[config.mk]
export PLATFORM = sky130hd
export DESIGN_NAME = lvds_tx_sequencer
export DESIGN_NICKNAME = d
export VERILOG_FILES = /design/src/rtl/lvds_tx_sequencer.sv
export SDC_FILE = /design/constraint.sdc
export NUM_CORES = 1
export LEC_CHECK = 0
export BUFFER_PORTS_ARGS = -buffer_cell sky130_fd_sc_hd__buf_2
export CAP_MARGIN = 25
export CORE_MARGIN = 5
export CORE_UTILIZATION = 45
export CTS_CLUSTER_SIZE = 20
export DETAILED_ROUTE_END_ITERATION = 16
export PLACE_DENSITY = 0.66
export REMOVE_ABC_BUFFERS = 1
export SLEW_MARGIN = 5
export SYNTH_ARGS = -nofsm -noshare
export SYNTH_HDL_FRONTEND = slang
export SYNTH_SLANG_ARGS = --single-unit
export TNS_END_PERCENT = 50
[constraint.sdc]
create_clock -name clk -period 3.67 [get_ports clk]
set_input_delay 0.367 -clock clk [delete_from_list [all_inputs] [get_ports clk]]
set_output_delay 0.367 -clock clk [all_outputs]
set_load 0.05 [all_outputs]
[src/rtl/lvds_tx_sequencer.sv]
// -----------------------------------------------------------------------------
// lvds_tx_sequencer
//
// Slot/timing controller for a 7:1 three-lane pixel encoder. Runs on the serial
// bit clock: one pixel slot lasts seven clocks, marked by a one-hot phase ring.
// On every slot boundary the raster position advances and the video timing
// plus the 18-bit RGB word for the new position are registered, so they stay
// stable for the whole slot while the encoder shifts them out.
//
// Optional build macro: LVDS_TX_TEST_PATTERN_EN
//   Defined   : upstream source ignored, active area shows 8 vertical colour
//               bars (white, yellow, cyan, green, magenta, red, blue, black).
//   Undefined : pixels are pulled from the upstream ready/valid source.
//
// Ports
//   clk             bit clock (7x pixel rate)
//   rst_n           asynchronous active-low reset
//   en              run enable; low freezes every register
//   pix_valid       upstream pixel available
//   pix_rgb[17:0]   {R[5:0],G[5:0],B[5:0]} from upstream
//   pix_ready       combinational; pixel taken at this edge if pix_valid
//   phase[6:0]      one-hot slot phase to encoder
//   HS, VS, DE      registered video timing for the current slot
//   R, G, B [5:0]   registered colour for the current slot
//   frame_start     high for the first enabled cycle of pixel (0,0)
//   clear_underflow synchronous clear of underflow
//   underflow       sticky: an active slot found no pixel waiting
// -----------------------------------------------------------------------------
module lvds_tx_sequencer #(
   parameter int H_ACTIVE = 800,
   parameter int H_FP     = 40,
   parameter int H_SYNC   = 128,
   parameter int H_BP     = 88,
   parameter int V_ACTIVE = 600,
   parameter int V_FP     = 1,
   parameter int V_SYNC   = 4,
   parameter int V_BP     = 23,
   parameter bit HS_POL   = 1'b1,
   parameter bit VS_POL   = 1'b1
) (
   input  logic        clk,
   input  logic        rst_n,
   input  logic        en,
   input  logic        pix_valid,
   input  logic [17:0] pix_rgb,
   output logic        pix_ready,
   output logic [6:0]  phase,
   output logic        HS,
   output logic        VS,
   output logic        DE,
   output logic [5:0]  R,
   output logic [5:0]  G,
   output logic [5:0]  B,
   output logic        frame_start,
   input  logic        clear_underflow,
   output logic        underflow
);

   localparam int H_TOTAL = H_ACTIVE + H_FP + H_SYNC + H_BP;
   localparam int V_TOTAL = V_ACTIVE + V_FP + V_SYNC + V_BP;
   localparam int HW      = $clog2(H_TOTAL);
   localparam int VW      = $clog2(V_TOTAL);

   localparam logic [HW-1:0] H_LAST = HW'(H_TOTAL - 1);
   localparam logic [VW-1:0] V_LAST = VW'(V_TOTAL - 1);

   // Window bounds kept at 32 bits: HS_END/VS_END may equal the total and
   // would not fit the counter width.
   localparam logic [31:0] HA       = 32'(H_ACTIVE);
   localparam logic [31:0] VA       = 32'(V_ACTIVE);
   localparam logic [31:0] HS_START = 32'(H_ACTIVE + H_FP);
   localparam logic [31:0] HS_END   = 32'(H_ACTIVE + H_FP + H_SYNC);
   localparam logic [31:0] VS_START = 32'(V_ACTIVE + V_FP);
   localparam logic [31:0] VS_END   = 32'(V_ACTIVE + V_FP + V_SYNC);

   logic [HW-1:0] hcnt;
   logic [HW-1:0] h_nxt;
   logic [VW-1:0] vcnt;
   logic [VW-1:0] v_nxt;
   logic          nxt_active;
   logic          nxt_hs;
   logic          nxt_vs;
   logic          uf_set;
   logic [17:0]   rgb_nxt;

   // Position the raster moves to at the next slot boundary.
   always_comb begin
      h_nxt = (hcnt == H_LAST) ? '0 : hcnt + HW'(1);
      v_nxt = vcnt;
      if (hcnt == H_LAST) begin
         v_nxt = (vcnt == V_LAST) ? '0 : vcnt + VW'(1);
      end
      nxt_active = (32'(h_nxt) < HA) && (32'(v_nxt) < VA);
      nxt_hs     = (32'(h_nxt) >= HS_START) && (32'(h_nxt) < HS_END);
      nxt_vs     = (32'(v_nxt) >= VS_START) && (32'(v_nxt) < VS_END);
   end

`ifdef LVDS_TX_TEST_PATTERN_EN
   logic [2:0] bar;
   logic       unused_src;

   assign unused_src = ^{pix_valid, pix_rgb};

   // bar bit2 clears green, bit1 clears red, bit0 clears blue, which yields
   // white, yellow, cyan, green, magenta, red, blue, black left to right.
   always_comb begin
      bar       = 3'((32'(h_nxt) * 32'd8) / HA);
      pix_ready = 1'b0;
      uf_set    = 1'b0;
      rgb_nxt   = '0;
      if (nxt_active) begin
         rgb_nxt = {{6{~bar[1]}}, {6{~bar[2]}}, {6{~bar[0]}}};
      end
   end
`else
   // Handshake: pix_ready is offered only in the boundary cycle (en=1,
   // phase[6]=1) of a slot whose next position is active. A pixel transfers
   // on the clock edge where pix_ready && pix_valid are both high; pix_rgb
   // then lands in R/G/B for that slot. pix_ready never depends on pix_valid,
   // and the source is never popped during blanking. A ready with no valid
   // sends black for the slot and raises underflow.
   always_comb begin
      pix_ready = en & phase[6] & nxt_active;
      uf_set    = pix_ready & ~pix_valid;
      rgb_nxt   = (pix_ready & pix_valid) ? pix_rgb : '0;
   end
`endif

   always_ff @(posedge clk or negedge rst_n) begin
      if (!rst_n) begin
         phase       <= 7'b0000001;
         hcnt        <= H_LAST;
         vcnt        <= V_LAST;
         DE          <= 1'b0;
         HS          <= ~HS_POL;
         VS          <= ~VS_POL;
         R           <= '0;
         G           <= '0;
         B           <= '0;
         frame_start <= 1'b0;
         underflow   <= 1'b0;
      end else if (en) begin
         phase       <= {phase[5:0], phase[6]};
         // Registered so it coincides with the phase=0000001 cycle of (0,0).
         frame_start <= phase[6] && (h_nxt == '0) && (v_nxt == '0);
         // Set has priority over a simultaneous clear.
         underflow   <= uf_set | (underflow & ~clear_underflow);
         if (phase[6]) begin
            hcnt      <= h_nxt;
            vcnt      <= v_nxt;
            DE        <= nxt_active;
            HS        <= nxt_hs ? HS_POL : ~HS_POL;
            VS        <= nxt_vs ? VS_POL : ~VS_POL;
            {R, G, B} <= rgb_nxt;
         end
      end
   end

endmodule

==> flow_summary.json <==
{
  "timing.final.crit_share": 0.910,
  "initial_core_util": 0.456,
  "rr_startpoint": "hcnt[0]",
  "place_ws_ns": 0.666,
  "portBuffers": 53,
  "area_growth_pct": 13.8,
  "regToRegSetupSlack_ns": 0.70,
  "slew_headroom": 0.548,
  "syn_avg_cell_area_um2": 9.58,
  "cts_made_buffers": 5,
  "cts_tree": "yes",
  "yosysSeqAreaShare": 0.424,
  "place_inst": 429,
  "syn-instance-count": 318,
  "synth_seq_cells": 51,
  "grt_pass1_vias": 2473,
  "crit_chain": "ha_1, and4_1, nand3_4, or3_1, a221o_1, a31oi_4, nor2_1, buf_2",
  "status": "completed",
  "route.detailed.drc": 0,
  "reg2reg_to": "R[2]",
  "tightest_slew_ns": 0.668,
  "final_cells": 439,
  "drt_iter0_markers": 130,
  "dp_hpwl_um": 4970,
  "grt_pass1_wl_um": 12200,
  "grt_remaining_overflow": 0,
  "start_kind": "flop",
  "r2r_cells": 8,
  "ir_worst_vdd_mv": 0.188,
  "postCtsSetupRepairBufs": 0,
  "io_pins": 54,
  "max_cap_viol_count": 0,
  "setup_viol": 0,
  "ant_nets": 0,
  "vias_per_cell": 5.75,
  "yosys_warnings": 0,
  "hold-path-endpoint": "R[0]",
  "synth_cell_type_count": 65,
  "holdPathStages": 3,
  "rsz0062_at_grt": "false",
  "avgRoutedWirePerCell_um": 16.0,
  "drv_slew": 0,
  "critPathMaxFanout": 9,
  "power.density_nw_per_um2": 287,
  "cp_slowest_cell": "dfstp_2",
  "clock_latency_ns": 0.30,
  "drt_wl_total_um": 7040,
  "grt_antenna_before_repair": 0,
  "synth-edff-count": 0,
  "fmax_ghz": 0.299,
  "critPathMaxStageDelay_ns": 0.58,
  "min_path_type": "primary input to flop",
  "cts.reportedPaths.clkPinSlew_ns": 0.10,
  "worstSetupEndpointType": "primary output",
  "cts_resized": 0,
  "cts-root-buf": "clkbuf_8",
  "required_ns": 3.30,
  "grt_util_all_layers": 0.173,
  "drive_above_1_share": 0.323,
  "clockBufferDepth": 2,
  "fin_nets": 383,
  "syn_area_um2": 3050,
  "fp.dieH_um": 92.3,
  "cts_hold_buf": 1,
  "synthFlopType": "dfrtp_1",
  "rows": 30,
  "place.gp.congestion": 0.835,
  "worstSetupPathType": "flop to primary output",
  "hold_start": "pix_rgb[12]",
  "via_count": 2524,
  "synthArstFlopShare": 1.00,
  "p_leak_uw": 0.00153,
  "fp.dieW_um": 92.3,
  "skew_ns": 0.00928,
  "die_area_um2": 8520,
  "htreeDepth": 2,
  "cp.arrival_ns": 2.97,
  "grt_max_degree": 36,
  "cts.sinks": 51,
  "final_hold_viol_count": 0,
  "core_area_um2": 6680,
  "diodes": 0,
  "worst_slack_ns": 0.331,
  "final.min_clock_period_ns": 3.34,
  "dr.pass1.iters": 4
}
worst max path at each step:
stage                       start  slack [ns]         to
after floorplan           hcnt[0]       -0.63  pix_ready
after global placement    hcnt[0]        0.72  pix_ready
after detailed placement  hcnt[0]        0.67  pix_ready
after CTS                 hcnt[0]        0.31  pix_ready
after global routing      hcnt[0]        0.20  pix_ready
final                     hcnt[0]        0.33  pix_ready
cells by family after synthesis:
family,after synthesis,share of synthesized area
mux,8,0.0291
flops,51,0.424
compound gates,77,0.217
xor+xnor,13,0.0374
simple gates,135,0.232
buf+inv,32,0.0521
fa+ha+maj,2,0.00821
routing by layer:
| metal | GRT usage | wire, µm | vias up |
|---|---|---|---|
| met5 | 0 | 0 | - |
| met4 | 0.0322 | 40 | 0 |
| met3 | 0.0317 | 236 | 7 |
| met2 | 0.284 | 3490 | 55 |
| met1 | 0.239 | 3280 | 1221 |
| li1 | - | - | 1241 |
where the power goes:
part           internal, µW  total (µW)  switching (µW)
registers               562         562               0
logic                  12.6        35.9            23.3
clock network           203         398             195
total                   778         996             218
through the flow:
stage	utilization	TNS, ns	hold WS (ns)	instance area (µm²)	total power [µW]
6_report	0.519	0	0.304	3470	996
5_1_grt	0.519	0	0.297	3470	1030
4_1_cts	0.515	0	0.299	3440	1010
3_5_place_dp	0.497	0	0.317	3320	609
3_3_place_gp	0.497	0	0.312	3320	609
2_1_floorplan	-	-0.629	0.0714	2900	581
sequential cells by signal, summed over array words and instances, names as in the netlist:
name and count:
hcnt 11, G 6, VS 1, B 6
frame_start 1, phase 7, vcnt 10, underflow 1
DE 1, HS 1, R 6
critical path: cells and delay by family, from the launching register on:
kind	cells	cell delay (ns)
buf+inv	1	0.22
flops	1	0.58
simple gates	4	1.05
fa+ha+maj	1	0.29
compound gates	2	0.52
synthesized netlist by cell type, drive strengths merged, types with 2 or more instances:
library cell / n / area share
inv: 3 / 0.0037
buf: 10 / 0.025
xnor2: 9 / 0.026
nand3: 10 / 0.021
and4b: 2 / 0.0066
o21ai: 14 / 0.024
nor3b: 2 / 0.0049
a21boi: 3 / 0.0074
mux2: 7 / 0.026
dfrtp: 38 / 0.31
ha: 2 / 0.0082
dfstp: 13 / 0.11
a31oi: 9 / 0.023
or3: 2 / 0.0041
a21o: 2 / 0.0049
a311oi: 3 / 0.0086
nand2b: 2 / 0.0041
nand2: 68 / 0.084
a21oi: 5 / 0.0094
and4: 6 / 0.017
nor4bb: 3 / 0.0099
or4: 2 / 0.0049
and3: 4 / 0.0082
nor2: 12 / 0.016
xor2: 4 / 0.011
o31ai: 21 / 0.081
and2: 4 / 0.0082
clkbuf: 19 / 0.024
nor3: 2 / 0.0033
nand4: 10 / 0.021
placed cells by master (no fill, tap or decap), types with 3 or more instances in the layout:
master / netlist / routed
nand2_1: 68 / 68
and2_1: 4 / 4
buf_4: 0 / 7
a311oi_1: 3 / 3
buf_2: 6 / 53
clkbuf_8: 0 / 5
a21boi_0: 3 / 3
a21oi_1: 4 / 4
o31ai_2: 18 / 18
nor4bb_1: 3 / 3
dfstp_2: 13 / 13
nor2_1: 11 / 11
mux2_2: 7 / 7
a31oi_1: 8 / 8
xor2_1: 4 / 4
and4_1: 6 / 6
and3_1: 4 / 4
inv_1: 3 / 3
o21ai_0: 13 / 13
o31ai_1: 3 / 3
nand3_1: 9 / 9
xnor2_1: 9 / 9
nand4_1: 10 / 10
dfrtp_1: 38 / 38
final cells by class:
class	instances	area (µm²)
Inverter	3	11.3
Clock buffer	5	68.8
Fill cell	627	3210
Multi-Input combinational cell	235	1600
Clock inverter	3	43.8
Timing Repair Buffer	62	355
Tap cell	80	100
Sequential cell	51	1290
(Power assumes the default switching activity.)
